`src/rtl/output_port_allocator_pkg.sv`:
```
// Shared NoC definitions for the output port allocator: flit-type encodings,
// allocator FSM states and the packet-counter width.
package output_port_allocator_pkg;

  localparam int NOC_FLIT_ID_W = 2;

  localparam logic [NOC_FLIT_ID_W-1:0] HEADER_ID = 2'd0;
  localparam logic [NOC_FLIT_ID_W-1:0] BODY_ID   = 2'd1;
  localparam logic [NOC_FLIT_ID_W-1:0] TAIL_ID   = 2'd2;

  localparam int PKT_CNT_W = 16;

  typedef enum logic {
    OPA_IDLE   = 1'b0,
    OPA_LOCKED = 1'b1
  } opa_state_e;

endpackage

```
`src/rtl/output_port_allocator_rr_arbiter.sv`:
```
// Combinational round-robin pick: first set request at or above ptr_i,
// wrapping from N-1 back to 0. Returns a one-hot grant and its index.
module rr_arbiter #(
  parameter int N   = 4,
  parameter int N_W = 2
) (
  input  logic [N-1:0]   req_i,
  input  logic [N_W-1:0] ptr_i,
  output logic [N-1:0]   gnt_o,
  output logic [N_W-1:0] idx_o
);

  logic           found;
  int             cand;
  logic [N_W-1:0] cand_idx;

  always_comb begin
    gnt_o    = '0;
    idx_o    = '0;
    found    = 1'b0;
    cand     = 0;
    cand_idx = '0;
    for (int k = 0; k < N; k++) begin
      cand = int'(ptr_i) + k;
      if (cand >= N) cand = cand - N;
      cand_idx = N_W'(cand);
      if (!found && req_i[cand_idx]) begin
        found           = 1'b1;
        gnt_o[cand_idx] = 1'b1;
        idx_o           = cand_idx;
      end
    end
  end

endmodule

```
`src/rtl/output_port_allocator.sv`:
```
// Output port allocator: locks the output to one VC per packet, round-robin.
// Define OPA_PKT_CNT_EN to add the saturating tail-transfer counter pkt_cnt_o.
module output_port_allocator
  import output_port_allocator_pkg::*;
#(
  parameter int VC_NUM    = 4,
  parameter int VC_NUM_W  = 2,
  parameter int OUT_N_W   = 3,
  parameter int PORT_ID   = 0,
  parameter int FLIT_ID_W = 2
) (
  input  logic                         clk_i,
  input  logic                         rst_i,
  input  logic [VC_NUM*OUT_N_W-1:0]    route_res_i,
  input  logic [VC_NUM-1:0]            route_res_vld_i,
  input  logic [VC_NUM-1:0]            data_vld_i,
  input  logic [VC_NUM*FLIT_ID_W-1:0]  flit_id_i,
  input  logic                         out_rdy_i,
  output logic [VC_NUM-1:0]            chan_alloc_o,
  output logic [VC_NUM_W-1:0]          sel_o,
  output logic                         sel_vld_o,
  output logic                         err_o
`ifdef OPA_PKT_CNT_EN
  ,
  output logic [PKT_CNT_W-1:0]         pkt_cnt_o
`endif
);

  opa_state_e           state_q, state_d;
  logic [VC_NUM_W-1:0]  g_q, g_d;
  logic [VC_NUM_W-1:0]  rr_ptr_q, rr_ptr_d;
  logic                 started_q, started_d;
  logic                 err_q, err_d;

  logic [VC_NUM-1:0]    req;
  logic [VC_NUM-1:0]    arb_gnt;
  logic [VC_NUM_W-1:0]  arb_idx;
  logic                 data_vld_g;
  logic [FLIT_ID_W-1:0] flit_g;
  logic                 xfer, xfer_tail, xfer_hdr_err;

  always_comb begin
    req = '0;
    for (int i = 0; i < VC_NUM; i++) begin
      req[i] = route_res_vld_i[i] &&
               (route_res_i[i*OUT_N_W +: OUT_N_W] == OUT_N_W'(PORT_ID));
    end
  end

  rr_arbiter #(
    .N   (VC_NUM),
    .N_W (VC_NUM_W)
  ) u_rr_arbiter (
    .req_i (req),
    .ptr_i (rr_ptr_q),
    .gnt_o (arb_gnt),
    .idx_o (arb_idx)
  );

  // Only the locked VC's handshake and flit type are observed.
  always_comb begin
    data_vld_g = 1'b0;
    flit_g     = '0;
    for (int i = 0; i < VC_NUM; i++) begin
      if (g_q == VC_NUM_W'(i)) begin
        data_vld_g = data_vld_i[i];
        flit_g     = flit_id_i[i*FLIT_ID_W +: FLIT_ID_W];
      end
    end
  end

  assign xfer         = (state_q == OPA_LOCKED) && data_vld_g && out_rdy_i;
  assign xfer_tail    = xfer && (flit_g == FLIT_ID_W'(TAIL_ID));
  assign xfer_hdr_err = xfer && started_q && (flit_g == FLIT_ID_W'(HEADER_ID));

  always_comb begin
    state_d   = state_q;
    g_d       = g_q;
    rr_ptr_d  = rr_ptr_q;
    started_d = started_q;
    err_d     = xfer_hdr_err;
    unique case (state_q)
      OPA_IDLE: begin
        if (|arb_gnt) begin
          state_d   = OPA_LOCKED;
          g_d       = arb_idx;
          started_d = 1'b0;
        end
      end
      OPA_LOCKED: begin
        if (xfer) started_d = 1'b1;
        // Requests seen during the tail cycle wait for the next IDLE cycle.
        if (xfer_tail) begin
          state_d  = OPA_IDLE;
          rr_ptr_d = (g_q == VC_NUM_W'(VC_NUM-1)) ? '0 : g_q + VC_NUM_W'(1);
        end
      end
      default: state_d = OPA_IDLE;
    endcase
  end

  always_ff @(posedge clk_i) begin
    if (rst_i) begin
      state_q   <= OPA_IDLE;
      g_q       <= '0;
      rr_ptr_q  <= '0;
      started_q <= 1'b0;
      err_q     <= 1'b0;
    end else begin
      state_q   <= state_d;
      g_q       <= g_d;
      rr_ptr_q  <= rr_ptr_d;
      started_q <= started_d;
      err_q     <= err_d;
    end
  end

  always_comb begin
    chan_alloc_o = '0;
    sel_o        = '0;
    sel_vld_o    = 1'b0;
    if (state_q == OPA_LOCKED) begin
      for (int i = 0; i < VC_NUM; i++) begin
        chan_alloc_o[i] = (g_q == VC_NUM_W'(i));
      end
      sel_o     = g_q;
      sel_vld_o = 1'b1;
    end
  end

  assign err_o = err_q;

`ifdef OPA_PKT_CNT_EN
  logic [PKT_CNT_W-1:0] pkt_cnt_q, pkt_cnt_d;

  always_comb begin
    pkt_cnt_d = pkt_cnt_q;
    if (xfer_tail && (pkt_cnt_q != '1)) pkt_cnt_d = pkt_cnt_q + PKT_CNT_W'(1);
  end

  always_ff @(posedge clk_i) begin
    if (rst_i) pkt_cnt_q <= '0;
    else       pkt_cnt_q <= pkt_cnt_d;
  end

  assign pkt_cnt_o = pkt_cnt_q;
`endif

endmodule
```
`config.mk`:
```
export PLATFORM = sky130hd
export DESIGN_NAME = output_port_allocator
export DESIGN_NICKNAME = d
export VERILOG_FILES = /design/src/rtl/output_port_allocator_pkg.sv /design/src/rtl/output_port_allocator_rr_arbiter.sv /design/src/rtl/output_port_allocator.sv
export SDC_FILE = /design/constraint.sdc
export NUM_CORES = 1
export LEC_CHECK = 0
export ABC_AREA = 1
export BUFFER_PORTS_ARGS = -buffer_cell sky130_fd_sc_hd__buf_2
export CORE_MARGIN = 4
export CORE_UTILIZATION = 29
export CTS_CLUSTER_DIAMETER = 60
export CTS_CLUSTER_SIZE = 25
export DETAILED_ROUTE_END_ITERATION = 7
export GPL_ROUTABILITY_DRIVEN = 0
export GPL_TIMING_DRIVEN = 1
export SYNTH_ARGS = -nofsm -noshare
export SYNTH_HDL_FRONTEND = slang
export SYNTH_SLANG_ARGS = --single-unit
```
`constraint.sdc`:
```
create_clock -name clk_i -period 2.5 [get_ports clk_i]
set_input_delay 0.5 -clock clk_i [delete_from_list [all_inputs] [get_ports clk_i]]
set_output_delay 0.5 -clock clk_i [all_outputs]
set_load 0.03 [all_outputs]
```
# [Word level (Yosys, flattened, before mapping)]
# Index checks and enable logic that the tools add are counted.
[word_totals] regBits=7 in_bits=31 output_inout_bits=8
[op_classes] add_sub_neg=8 magnitude_cmp=12 n_eq_ne=6 n_mux=49 n_bitwise=4 n_reduce_logical=29
[ops] op="2-to-1 mux 2 bit" n=14
[ops] op="2-to-1 mux 1 bit" n=20
[ops] op="2-to-1 mux 4 bit" n=5
[ops] op="logical AND 1 bit" n=16
[ops] op="zero test 3 bit" n=4
[ops] op="< comparator 2 x 3 -> 1 bit, second input constant" n=4
[ops] op="OR 4 bit" n=3
[ops] op=">= comparator 3 bit, second input constant" n=3
[ops] op="binary-select mux 1 bit (select 2 bit)" n=4
[ops] op="demux 1 bit (select 2 bit)" n=4
[ops] op=">= comparator 2 x 1 -> 1 bit, second input constant" n=4
[ops] op="subtractor 2 x 1 -> 2 bit, second input constant" n=4
[ops] op="adder 2 x 2 -> 3 bit, second input constant" n=2
[ops] op="== test 2 bit, second input constant" n=3
[ops] op="AND reduction 2 bit" n=3
[ops] op="zero test 2 bit" n=2
[ops] op="one-hot mux 1 bit (2 select lines)" n=2
[ops] op="OR reduction 4 bit" n=1
[ops] op="adder 2 x 1 -> 3 bit, second input constant" n=1
[ops] op=">= comparator 2 x 3 -> 1 bit, second input constant" n=1
[ops] op="zero test 1 bit" n=3
[ops] op="adder 2 x 1 -> 2 bit, second input constant" n=1
[ops] op="== test 2 x 1 -> 1 bit, second input constant" n=1
[ops] op="inequality test 2 x 1 -> 1 bit, second input constant" n=1
[ops] op="2 further kinds" n=2

# [Longest topological paths before layout]
[logic_depth] word_depth=17 ltp_mapped=14 mapped_depth_nobuf=14

# [Hierarchy]
# Synthesis repeated with hierarchy kept, for this count alone.
[unflattened] hier_cells=164 hier_area_um2=1001.0
[modules_own_cells] module="output_port_allocator" n_inst=1 cells_each=91 area_each_um2=561.8
[modules_own_cells] module="rr_arbiter" n_inst=1 cells_each=73 area_each_um2=439.2

# [Least setup slack after synthesis]
# OpenSTA, ideal clock, no wires.
[synth_timing] path_kind="register -> register" from="register rr_ptr_q[0]" to="register g_q[1]" arrival_time_ns=1.695 required_ns=2.386 slack_ns=0.691 path_stages_with_launch=10 synth_period_minus_slack_ns=1.809 path_cell_list="dfxtp_1 -> inv_2 -> ha_1 -> or4_1 -> nand3_1 -> nand2_2 -> nand2_4 -> nand2_1 -> nand2_1 -> nor2_2"
[synth_between] elab_chain_len=16 elab_cells_between_ends=65
[synth_lines] item="start: declaration" line_no="output_port_allocator.sv:31" rtl="logic [VC_NUM_W-1:0] rr_ptr_q, rr_ptr_d;"
[synth_lines] item="start signal: assignment" line_no="output_port_allocator.sv:112" rtl="rr_ptr_q <= rr_ptr_d;"
[synth_lines] item="parallel branches: the longest is 16 deep, another holds adder 2 x 1 -> 3 bit"
[synth_lines] item="end signal: assignment" line_no="output_port_allocator.sv:111" rtl="g_q <= g_d;"
[synth_lines] item="end: declaration" line_no="output_port_allocator.sv:30" rtl="logic [VC_NUM_W-1:0] g_q, g_d;"
# Parallel ways; which one is timed is not known. The select of a mux whose other input is x is not followed.
# A chain may end at the register's enable or synchronous reset.

# [Worst setup path in the final report]
[layout_timing] from="register rr_ptr_q[0]" to="register g_q[0]"
# Same word-level chain as after synthesis.

==> summary.txt <==
Critical path
  • CP Capture Type: flip-flop
  • Critical path class: reg -> reg
  • CP Launch Type: flip-flop
  • Most frequent CP cell: nand2_2
  • Max incr delay on CP: between 0.5 and 0.6 ns
  • Crit path max-delay cell type: dfxtp_1
  • Crit-path cells: inv_2 -> ha_1 -> inv_1 -> nand2_2 -> nand2_4 -> inv_1 -> nand2_2 -> nand3_1 -> nand2_2 -> nand2_4 -> nor2_1 -> nor2_2
  • Critical path arrival: roughly 2.2 ns
  • CP required: 2.65 ns
  • Maximum fanout along the worst path: 10

Cells and area
  • Nets: between 200 and 250
  • Post-Layout Cell Count: between 200 and 250
  • Layout cells sized above 1: approximately 34%
  • Layout area overhead: 29.23%
  • Antenna Cells: 0

Yosys
  • Synth Area in Compound Gates: under 10%
  • Post-synth top area share: between 15 and 20%
  • Synthesized instance count: between 100 and 150
  • Syn Nets: ~180
  • Largest family of logic cells by synthesized area: simple AND/OR/NAND/NOR gates
  • Post-Synth XOR/XNOR Area: 0%
  • Fraction of the mapped netlist area in adder cells: 15.92%
  • Asr flop ratio synth: 0%
  • Sequential share of the synthesized area: approximately 16%
  • Largest area contributor in the netlist: dfxtp_1
  • Mapped cell area: ~860 um^2
  • Count leader, synth: nand2_1
  • Top cells by count, synth: nand2_1 (30), inv_1 (23), nand3_1 (17), ha_1 (11), nor2_1 (11)
  • Number of synthesized flops with an enable pin: 0
  • Seq cells post-synth: 7
  • Post-Synth Simple-Gate Area: between 40% and 50%
  • Top cells by area, synth: dfxtp_1 (16%), ha_1 (16%), nand2_1 (13%)
  • Post-synthesis mux area share: 0%
  • Cell variety after synth: 19
  • Syn Area/Cell: just over 6 um^2
  • Primary FF master, synth: dfxtp_1
  • Yosys Warn Count: 0

Floorplan
  • Die Wd: 62.60 um
  • Die height: between 60 and 70 um
  • Num ports: 39
  • Core area: approximately 2800 um^2
  • Die ar.: between 3000 and 4000 um^2
  • FP Rows: 19
  • Starting Density: 30.82%

Global route
  • GRT Resource Usage Total: between 10% and 20%
  • Pin count of the biggest net entering global routing: 11
  • Vias in the first global route: a little under 900
  • Initial antenna violation count: 0
  • GR Overflow Total: 0
  • First-pass GRT wire length: approximately 3700 um

Power and ir drop
  • Power share of the sequential group: 32.6%
  • P_sw: between 150 and 200 uW
  • P_int: 246.7 uW
  • Comb power frac: between 40 and 50%
  • Pleak: ~0.66 nW
  • Switching Fraction: between 40% and 50%
  • VDD IR max: between 0.0002 and 0.0003 V
  • Clock share of power: 25.1%
  • Pwr Density: 368.8 nW/um^2

STA
  • Final hold vios: 0
  • Setup TNS: 0 ns
  • Worst Max-Slew Pin Slew: around 0.35 ns
  • Finish-stage setup viols: 0
  • Max_slew headroom: around 76%
  • Final worst-path cycle share: between 80 and 90%
  • Clk_skew: ~0.00066 ns
  • Maximum clock rate: roughly 500 MHz
  • Final Max Tran Viols: 0
  • Period minus WS final: 2.003 ns
  • RSZ-0062 raised after global routing: false

CTS
  • Post-CTS Setup Bufs: 0
  • CTS root buffer: clkbuf_4
  • TritonCTS clock tree: yes
  • H-tree depth: 1
  • Clock buffer depth: 2
  • Post-cts repair resize count: 0
  • TritonCTS buffer count: 3
  • Hold-fix buffers, CTS: 0
  • Worst-path clk slew: approximately 0.050 ns
  • Sink Count: 7
  • Clock Latency Late Sink: between 0.2 and 0.3 ns

Drt
  • Via density: roughly 4.6
  • DRC: 0
  • Final WL: 2094 um
  • Drt pass-1 iters: 4
  • Routed via count: 973
  • Initial DRC count: 21
  • WL/cell: a little under 10 um
  • Routed Antenna Nets: 0

Placement
  • Input/output buffers: 38
  • HPWL Detailed: between 1500 and 2000 um
  • Placed cell count: 208

Outcome
  • Status: finished clean

Flow run
  • Max cap viols: 0

Min path
  • Worst Hold Class: in -> reg
worst max-delay path: cells and delay by family (launching register included):
family	cells	cell delay, ns
DFF	1	0.52
adders and majority gates	1	0.39
buffers and inverters	3	0.36
and+or+nand+nor	8	0.63
registers in the layout, summed over array words and instances, names as in the netlist:
signal	count
err_o	1
state_q	1
g_q	2
rr_ptr_q	2
started_q	1
cell type report:
type	count	area (um^2)
Clock buffer	3	22.52
Fill cell	306	1688
Clock inverter	1	5.005
Timing Repair Buffer	38	190.2
Sequential cell	7	140.1
Multi-Input combinational cell	107	626.9
Tap cell	31	38.79
Inverter	25	93.84
metrics by stage:
stage | area, um^2 | worst slack [ns] | util (%) | total power [mW] | hold slack, ns
3_5_place_dp | 1090 | 0.5061 | 38.85 | 0.3108 | 0.4533
6_report | 1117 | 0.4969 | 39.83 | 0.4121 | 0.4195
5_1_grt | 1117 | 0.3120 | 39.83 | 0.4576 | 0.4102
3_3_place_gp | 1090 | 0.5443 | 38.85 | 0.3072 | 0.4577
4_1_cts | 1117 | 0.4735 | 39.83 | 0.4169 | 0.4079
2_1_floorplan | 864.6 | 0.6911 | - | 0.2571 | 0.4288
cell families after synthesis:
| logic type | count (synthesis) |
|---|---|
| buffers and inverters | 26 |
| AOI/OAI and AO/OA | 16 |
| DFF | 7 |
| and+or+nand+nor | 80 |
| adders and majority gates | 11 |
layer usage:
metal	part of all wire [%]	global-route usage, %	vias to the layer above
met3	2.6	3.777	0
met4	0	3.581	0
met2	50	18.77	12
met1	48	13.33	432
li1	-	-	529
met5	0	0	-
path summary, 6_finish.rpt:
path,from,end,slack [ns],cells after the start
max,rr_ptr_q[0]$_SDFFE_PP0P_,g_q[0]$_SDFFE_PP0P_,0.50,12
min,rst_i,state_q$_SDFF_PP0_,0.42,2
max reg2reg,rr_ptr_q[0]$_SDFFE_PP0P_,g_q[0]$_SDFFE_PP0P_,0.50,12
min reg2reg,started_q$_SDFFE_PP0P_,err_o$_SDFF_PP0_,0.46,2
layout by cell type, fill, tap and decap left out:
| master | Yosys | final |
|---|---|---|
| nor3_1 | 1 | 1 |
| o21ai_2 | 1 | 1 |
| nor2_2 | 3 | 3 |
| inv_1 | 23 | 23 |
| o21ai_0 | 8 | 8 |
| nand3_2 | 4 | 4 |
| clkinv_2 | 0 | 1 |
| nand2_2 | 8 | 8 |
| a21oi_1 | 6 | 6 |
| inv_2 | 2 | 2 |
| nand4_1 | 2 | 2 |
| nand3_1 | 17 | 17 |
| clkbuf_4 | 0 | 3 |
| nor2_1 | 11 | 11 |
| nand2_1 | 30 | 30 |
| or4_1 | 2 | 2 |
| dfxtp_1 | 7 | 7 |
| buf_2 | 0 | 38 |
| o211ai_1 | 1 | 1 |
| nand2_4 | 2 | 2 |
| ha_1 | 11 | 11 |
power by group through the flow:
stage	combinational (mW)	clock (mW)	sequential, mW
global route	0.201	0.120	0.136
detailed placement	0.174	0	0.136
finish	0.174	0.103	0.135
global placement	0.171	0	0.136
CTS	0.175	0.108	0.134
floorplan	0.123	0	0.134
(Power assumes the default switching activity.)
